**src/rtl/chall_pkg.sv**
```systemverilog
// Shared types, defaults and byte-rotate helpers for the challenge cipher.
// The checker software and the reference models use the same rotate helpers.
package chall_pkg;

    typedef logic [7:0] byte_t;

    localparam byte_t       DEFAULT_KEY = 8'hA5;
    localparam int unsigned DEFAULT_ROT = 3;

    // Rotate left. {x,x} shifted left leaves the rotated byte in the upper half.
    function automatic byte_t rotl8(input byte_t x, input logic [2:0] amt);
        logic [15:0] dbl;
        dbl = {x, x} << amt;
        return dbl[15:8];
    endfunction

    // Rotate right. {x,x} shifted right leaves the rotated byte in the lower half.
    function automatic byte_t rotr8(input byte_t x, input logic [2:0] amt);
        logic [15:0] dbl;
        dbl = {x, x} >> amt;
        return dbl[7:0];
    endfunction

endpackage

```
**src/rtl/chall_xform.sv**
```systemverilog
// Combinational whitening-then-rotate datapath: dout = rotl(din ^ KEY, ROT).
// Pure function of din, no state. X on din propagates to dout.
module chall_xform
    import chall_pkg::*;
#(
    parameter byte_t       KEY = DEFAULT_KEY,
    parameter int unsigned ROT = DEFAULT_ROT
) (
    input  byte_t din,
    output byte_t dout
);

    // Only the low three bits of the rotate amount are meaningful for a byte.
    localparam logic [2:0] ROT_AMT = 3'(ROT);

    byte_t whitened;

    // Whiten with the key, then rotate left by the fixed amount.
    always_comb begin
        whitened = din ^ KEY;
        dout     = rotl8(whitened, ROT_AMT);
    end

endmodule

```
**src/rtl/chall_byte_cipher.sv**
```systemverilog
// Streaming single-byte cipher: one byte in per clock, the transformed byte
// appears registered one cycle later. Output comes only from the flop; the
// asynchronous active-low reset clears it immediately and drops any byte in flight.
module chall_byte_cipher
    import chall_pkg::*;
#(
    parameter byte_t       KEY = DEFAULT_KEY,
    parameter int unsigned ROT = DEFAULT_ROT
) (
    input  logic  clk,
    input  logic  rst,
    input  byte_t inp,
    output byte_t res
);

    localparam logic [2:0] ROT_AMT = 3'(ROT);

    byte_t res_d;
    byte_t res_q;

    chall_xform #(
        .KEY (KEY),
        .ROT (ROT)
    ) u_xform (
        .din  (inp),
        .dout (res_d)
    );

    // Output register: captures the transformed byte every edge, cleared by reset.
    always_ff @(posedge clk or negedge rst) begin
        if (!rst) begin
            res_q <= 8'h00;
        end else begin
            res_q <= res_d;
        end
    end

    assign res = res_q;

    // Reset must hold the output at zero.
    a_reset_zero : assert property (@(posedge clk) !rst |-> (res_q == 8'h00));

    // Decrypting the output must recover the byte sampled one edge earlier,
    // which also shows the transform is invertible (a bijection).
    a_bijection : assert property (@(posedge clk) disable iff (!rst)
        ($past(rst) && !$isunknown($past(inp))) |->
            ((rotr8(res_q, ROT_AMT) ^ KEY) == $past(inp)));

endmodule

```
**config.mk**
```make
export PLATFORM = sky130hd
export DESIGN_NAME = chall_byte_cipher
export DESIGN_NICKNAME = d
export VERILOG_FILES = /design/src/rtl/chall_pkg.sv /design/src/rtl/chall_xform.sv /design/src/rtl/chall_byte_cipher.sv
export SDC_FILE = /design/constraint.sdc
export NUM_CORES = 1
export LEC_CHECK = 0
export ABC_CLOCK_PERIOD_IN_PS = 1100
export CAP_MARGIN = 0
export CORE_AREA = 2 2 39 41
export CTS_CLUSTER_SIZE = 20
export DETAILED_ROUTE_END_ITERATION = 8
export DIE_AREA = 0 0 41 43
export PLACE_DENSITY_LB_ADDON = 0.08
export SYNTH_ARGS = -nofsm -noshare
export SYNTH_HDL_FRONTEND = slang
export SYNTH_HIERARCHICAL = 1
export SYNTH_SLANG_ARGS = --single-unit
export TNS_END_PERCENT = 100
```
**constraint.sdc**
```tcl
create_clock -name clk -period 1.1 [get_ports clk]
set_input_delay 0.22 -clock clk [delete_from_list [all_inputs] [get_ports clk]]
set_output_delay 0.22 -clock clk [all_outputs]
set_load 0.01 [all_outputs]
```
==> out/qor.yml, run 1 <==
final_layout:
  diodes: 0
  final_cells: 48
  multi_input_cells: 0
  finalNetCount: 44
  largest_reg_flops: 8
  syn_to_final_growth_pct: 70.4
  drive_gt1_share_pct: 15.6
  final_area_sq_um: 418
  final_core_util_pct: 30.2
  multiInputGateArea_sq_um: 0
timing:
  rsz0062_at_grt: "false"
  setup_violations: 0
  setup-tns-final_ps: 0
  min_period_ps: 1050
  slew_violations: 0
  hold_violations: 0
  maxSlewHeadroom_pct: 75.3
  fmax_mhz: 948
  worst_pin_slew_ps: 369
  finalCritPeriodShare_pct: 95.9
logic_synthesis:
  yosysWarnings: 6
  synthTopCellsByArea: "dfrtp_1 82%, buf_4 12%, inv_1 6.1%"
  synth_seq_cells: 8
  synth_top_area_share_pct: 81.6
  synth_top_area_cell: "dfrtp_1"
  mappedNetlistNets: 26
  netlist_top_cells_count: "8 x dfrtp_1, 4 x buf_4, 4 x inv_1"
  async_reset_ff_share_pct: 100
  ys_dominant_reg_cell: "dfrtp_1"
  synth.cell_area_sq_um: 245
  synthCells: 16
  yosysMostFrequentCell: "dfrtp_1"
  synth.distinct_cells: 3
  synth_edf_count: 0
  yosysSeqAreaShare_pct: 81.6
  synth.avg_cell_area_sq_um: 15.3
detailed_routing:
  viasPerCell: 3.04
  drc: 0
  vias: 146
  drt_iter0_markers: 0
  wl_per_cell_um: 8.85
  routed_wl_um: 425
  ant_nets: 0
  firstDrtPassIters: 1
grt:
  grt_max_degree: 9
  grt.overflow.total: 0
  grt_pass1_wl_um: 745
  grt_usage_pct: 6.99
  antenna_found_initial: 0
  grt_pass1_vias: 175
clock_network:
  cts_made_buffers: 3
  cts_setup_buffers: 0
  cts_max_path_buffers: 2
  numClockSinks: 8
  clk_pin_slew_ps: 50
  cts_root_buf: "clkbuf_4"
  ctsHtreeMaxLevel: 1
  cts_tree: "yes"
critical_path:
  cp_slowest_cell: "dfrtp_1"
  path_buf_inv: 1
  worstPathArrival_ps: 830
  end_kind: "output pin"
  critPathTopFamily: "flip-flops"
  path_class: "reg2out"
  cp.depth: 1
  crit_chain: "clkdlybuf4s15_1"
  worstSetupStartpointType: "register"
  required_ps: 880
  crit_fanout: 1
  slowest_delay_ps: 360
hold_path:
  hold_path.class: "in2async"
floorplan:
  die_y_um: 43
  core_area_sq_um: 1380
  ioPinCount: 18
  core.rowCount: 14
  die_w_um: 41
  dieArea_sq_um: 1760
  initial_utilization_pct: 17.7
pwr:
  p_total_uw: 601
  leakage_nw: 0.199
  max-vdd-ir-drop_v: 0.000432
  power_density_nw_per_um2: 1440
placed_design:
  io_buffers: 17
  hpwl_um: 325
  place_area_sq_um: 405
  routabilityCongestion: 0.535
  placedCellCount: 45
run:
  cap_violations: 0
status:
  status: "completed"
-- placed cells by master, fill, tap and decap left out, drive strengths merged --
master	Yosys	layout
dfrtp	8	8
clkdlybuf4s15	0	6
clkbuf	0	5
inv	4	4
clkdlybuf4s50	0	9
-- cell families (layout without fill, tap and decap cells) --
| logic type | Yosys count | after routing | synth area share, % |
|---|---|---|---|
| buffers and inverters | 8 | 24 | 18.4 |
| flip-flops | 8 | 8 | 81.6 |
-- stage by stage --
step | setup slack (ps) | hold slack [ps]
floorplan | 504 | -75.6
finish | 45.1 | 251
global route | 1.41 | 271
CTS | 22.8 | 254
detailed placement | 36.8 | 528
global placement | 44.5 | 518
-- repair_timing --
action                     in CTS  in global routing
hold buffers                    0                  0
resized for setup              16                  2
setup endpoints to repair       8                  2
-- layout make-up --
type                  instances  area, sq um
clock buffer                  3         22.5
tap                          16         20.0
timing repair buffer         17          160
sequential                    8          200
inverter                      4         15.0
fill                        139          966
-- per-layer routing --
layer	GRT usage, %	vias up	share of wire, %
met5	0	-	0
met4	6.00	0	0
met3	3.14	0	13
met2	9.69	10	53
met1	7.62	63	33
li1	-	73	-
-- worst paths after layout --
check,startpoint,to
setup / recovery,res[6],res[6]
hold / removal,rst,res[5]
min in group clk,inp[6],res[1]
max in group asynchronous,rst,res[7]
-- power breakdown --
part	switching, mW	internal, mW	total, mW
Clock	0.0964	0.125	0.221
Combinational	0.0233	0.0439	0.0672
Sequential	0.00342	0.309	0.313
Total	0.123	0.478	0.601
Note: power is estimated with default switching activity, not from simulation.
==> inputs of run 2 (changes only) <==
- CTS_CLUSTER_SIZE: 20 -> 10
- RECOVER_POWER: not set -> 100
==> run 2 against run 1 <==
  * Critical path depth stayed put
  * Worst setup slack hardly changed
  * Critical path type unchanged
  * Cell count stayed put
  * Critical endpoint unchanged
  * Largest cell class unchanged
  * Utilization is 0.18 points lower
==> out/qor.yml, run 2 (synthesized netlist as in run 1, its figures left out) <==
status:
  status: "completed"
final_layout:
  final_area_sq_um: 415
  final_cell_mix: "9 x dlygate4sd3_1, 8 x dfrtp_1, 6 x clkdlybuf4s15_1, 4 x inv_1, 3 x clkbuf_4"
  multi_input_cells: 0
  drive_gt1_share_pct: 9.38
  diodes: 0
  largest_reg_flops: 8
  finalNetCount: 44
  final_common_cell: "dlygate4sd3_1"
  syn_to_final_growth_pct: 69.4
  final_cells: 48
  multiInputGateArea_sq_um: 0
clock_network:
  cts_max_path_buffers: 2
  cts_tree: "yes"
  postCtsHoldBufs: 0
  cts_made_buffers: 3
  numClockSinks: 8
  cts_root_buf: "clkbuf_4"
  clk_pin_slew_ps: 50
  ctsHtreeMaxLevel: 1
critical_path:
  crit_chain: "clkdlybuf4s15_1"
  slowest_delay_ps: 360
  cp_slowest_cell: "dfrtp_1"
  critPathTopFamily: "flip-flops"
  path_buf_inv: 1
  path_class: "reg2out"
  required_ps: 880
  worstPathArrival_ps: 840
  crit_fanout: 1
  worstSetupStartpointType: "register"
  end_kind: "output pin"
detailed_routing:
  wl_per_cell_um: 8.81
  viasPerCell: 3.04
  drc: 0
  drt_iter0_markers: 0
  ant_nets: 0
  firstDrtPassIters: 1
  vias: 146
  routed_wl_um: 423
timing:
  maxSlewHeadroom_pct: 75.0
  setup_violations: 0
  slew_violations: 0
  finalCritPeriodShare_pct: 95.9
  worst_pin_slew_ps: 374
  min_period_ps: 1060
  rsz0062_at_grt: "false"
  hold_violations: 0
  setup-tns-final_ps: 0
  fmax_mhz: 948
  whs_ps: 322
pwr:
  p_total_uw: 594
  power_density_nw_per_um2: 1430
  combPwrFrac_pct: 10.1
  leakage_nw: 0.196
  p_int_uw: 470
  max-vdd-ir-drop_v: 0.000427
  sequentialPowerShare_pct: 52.7
  power.share.switching_pct: 20.7
  power.switching_uw: 123
  clkPwrFrac_pct: 37.2
placed_design:
  place_area_sq_um: 405
  hpwl_um: 325
  placedCellCount: 45
  routabilityCongestion: 0.535
  io_buffers: 17
grt:
  grt.overflow.total: 0
  grt_pass1_vias: 175
  grt_usage_pct: 6.99
  grt_max_degree: 9
  grt_pass1_wl_um: 745
  antenna_found_initial: 0
floorplan:
  die_y_um: 43
  dieArea_sq_um: 1760
  initial_utilization_pct: 17.7
  core_area_sq_um: 1380
  ioPinCount: 18
  die_w_um: 41
  core.rowCount: 14
run:
  cap_violations: 0
hold_path:
  hold_path.class: "in2async"
## run 2: metal layers
metal	routed length (um)	track usage [%]
met5	0	0
met4	0	6.00
met3	55	3.14
met2	223	9.69
met1	143	7.62
## run 2: final timing paths
check | startpoint | to | depth (start not counted)
setup / recovery | res[6] | res[6] | 1
hold / removal | rst | res[5] | 1
max in group asynchronous | rst | res[7] | 1
min in group clk | inp[6] | res[1] | 1
## run 2: cell type report
cell class	instances	area, sq um
clock buffers	3	22.5
fillers	141	968
inverters	4	15.0
repair buffers	17	158
flip-flops and latches	8	200
well taps	16	20.0
## run 2: power groups by stage
stage                     combinational (mW)  clock (mW)  sequential [mW]
after global placement                0.0771           0            0.318
after CTS                             0.0709       0.239            0.313
final                                 0.0599       0.221            0.313
after global routing                  0.0678       0.264            0.314
after floorplan                       0.0123           0            0.327
after detailed placement              0.0781           0            0.318
## run 2: metrics by stage
step,setup WS (ps),util [%]
after CTS,22.8,30.9
final,45.0,30.0
after detailed placement,36.8,29.3
after global placement,44.5,29.3
after floorplan,504,-
after global routing,1.41,30.0
## run 2: repair_timing
action / in CTS / in global routing
endpoints found under the hold margin: 0 / 0
endpoints found under the setup margin: 8 / 2
gates resized for setup: 16 / 2
setup buffers: 0 / 0
==> RTL change: new RTL, flow settings as in run 2 <==
Make the reset (`rst`) synchronous in one clocked block. Comments in the files are not updated.
--- a/src/rtl/chall_byte_cipher.sv
+++ b/src/rtl/chall_byte_cipher.sv
@@ -28,5 +28,5 @@
 
     // Output register: captures the transformed byte every edge, cleared by reset.
-    always_ff @(posedge clk or negedge rst) begin
+    always_ff @(posedge clk) begin
         if (!rst) begin
             res_q <= 8'h00;
Behaviour: differs if rst is asserted again (counterexample within 4 cycles, from zero or initial values and one cycle with rst low); with rst held inactive, the same outputs for 10 cycles.
==> RTL change against run 2 <==
Power is 1.3% higher; critical endpoint is now res[0]; maximum frequency is 1.7% higher; sequential cell count stayed put; synthesized area is 4.1% higher; non-clock buffer count stayed put; sequential share of layout area is 11 points lower; cell area is 3.0% higher; global-route usage is 0.65 points lower; routed wire length is 4.7% higher; worst setup slack better by 0.018 ns; via count is 32% higher.
==> RTL change: results (changes against run 2) <==
- Clock root cell: clkbuf_4
- Async SR Flop Fraction: 0 (-1.00)
- DR pass1 iterations: 1 (unchanged)
- First-pass GRT wire length: 690 µm (-7.4%)
- Net Count, Synth: 34 (+31%)
- Peak VDD IR: 0.000551 V (+29%)
- Vias post-DR: 193 (+32%)
- Dpl ws: 0.0260 ns (-0.0108 ns)
- Longest Clk Path Bufs: 2 (unchanged)
- CTS buffer count: 3 (unchanged)
- Largest register FFs: 8 (unchanged)
- Slowest stage cell, crit path: dfxtp_1
- Most frequent cells after synthesis: and2_1, dfxtp_1, buf_4, inv_1
- Cell variety after synth: 4 (+1)
- Worst hold path type: in2reg
- Status: finished clean
- Detailed Place HPWL: 367 µm (+13%)
- Port bufs: 17 (unchanged)
- Vias in the first global route: 200 (+14%)
- WL final: 443 µm (+4.7%)
- P_leak: 0.211 nW (+8.0%)
- Worst EP arrival: 0.82 ns (-0.02 ns)
- Postcts setup bufs: 0 (unchanged)
- Post-synthesis adder-cell area fraction: 0 (unchanged)
- Most common flop cell mapped by yosys: dfxtp_1
- Proportion of layout cells with a drive suffix above 1: 0.0750 (-0.0188)
- Nets: 52 (+18%)
- N_diodes: 0 (unchanged)
- CP max stage delay: 0.29 ns (-0.07 ns)
- Synth warnings: 6 (unchanged)
- Family with the most delay on the worst path: flip-flops
- Main area contributors after synthesis: dfxtp_1, and2_1, buf_4, inv_1
- Total GRT Usage: 0.0634 (-0.00646)
- Mux share of post-synthesis cell area: 0 (unchanged)
- Largest net degree at the start of global routing: 9 (unchanged)
- Worst hold path stage count: 2
- Worst Path Max Fanout: 1 (unchanged)
- Antenna violations before repair: 0 (unchanged)
- Worst-path clk slew: 0.06 ns
- Post-Synth XOR/XNOR Area: 0 (unchanged)
- DR iter-0 viols: 0 (unchanged)
- Post-synthesis sequential area ratio: 0.627 (-0.189)
- Compound-Gate Fraction of Synth Area: 0 (unchanged)
- H-tree depth: 1 (unchanged)
- Least-Margin Pin Slew: 0.217 ns (-0.157 ns)
- GPL Wtd Cong: 0.463 (-14%)
- CP required: 0.88 ns (about the same)
-- RTL change: cells by family after synthesis --
| logic type | count (synthesis) |
|---|---|
| simple gates | 8 |
| flops | 8 |
| buf+inv | 8 |
-- RTL change: final timing paths --
path | from | endpoint
setup / recovery | res[0]$_SDFF_PN0_ | res[0]
hold / removal | inp[3] | res[6]$_SDFF_PN0_
-- RTL change: per-stage QoR --
stage / hold WS, ns / total power, mW / area, µm² / cells / utilization
after floorplan: 0.342 / 0.345 / 255 / 24 / -
after global placement: 0.792 / 0.399 / 415 / 53 / 0.300
after detailed placement: 0.791 / 0.401 / 415 / 53 / 0.300
after CTS: 0.520 / 0.617 / 428 / 56 / 0.309
after global routing: 0.543 / 0.627 / 428 / 56 / 0.309
final: 0.529 / 0.601 / 428 / 56 / 0.309
-- RTL change: cell type report --
cell class,instances,area (µm²)
Inverter,4,15.0
Timing Repair Buffer,17,160
Tap cell,16,20.0
Sequential cell,8,160
Fill cell,150,956
Multi-Input combinational cell,8,50.0
Clock buffer,3,22.5
-- RTL change: metal layers --
layer,global-route usage,share of wire
met1,0.0487,0.29
met5,0,0
met4,0.0600,0
met2,0.103,0.61
met3,0.0314,0.097
-- RTL change: repair_timing --
| item | 4_1_cts | 5_1_grt |
|---|---|---|
| gates resized for setup | 8 | 0 |
| hold buffers | 0 | 0 |
| endpoints found under the setup margin | 8 | 0 |
-- RTL change: where the power goes --
part | switching, mW | internal, mW
combinational | 0.0229 | 0.0487
sequential | 0.00289 | 0.305
clock | 0.0964 | 0.125
total | 0.122 | 0.479
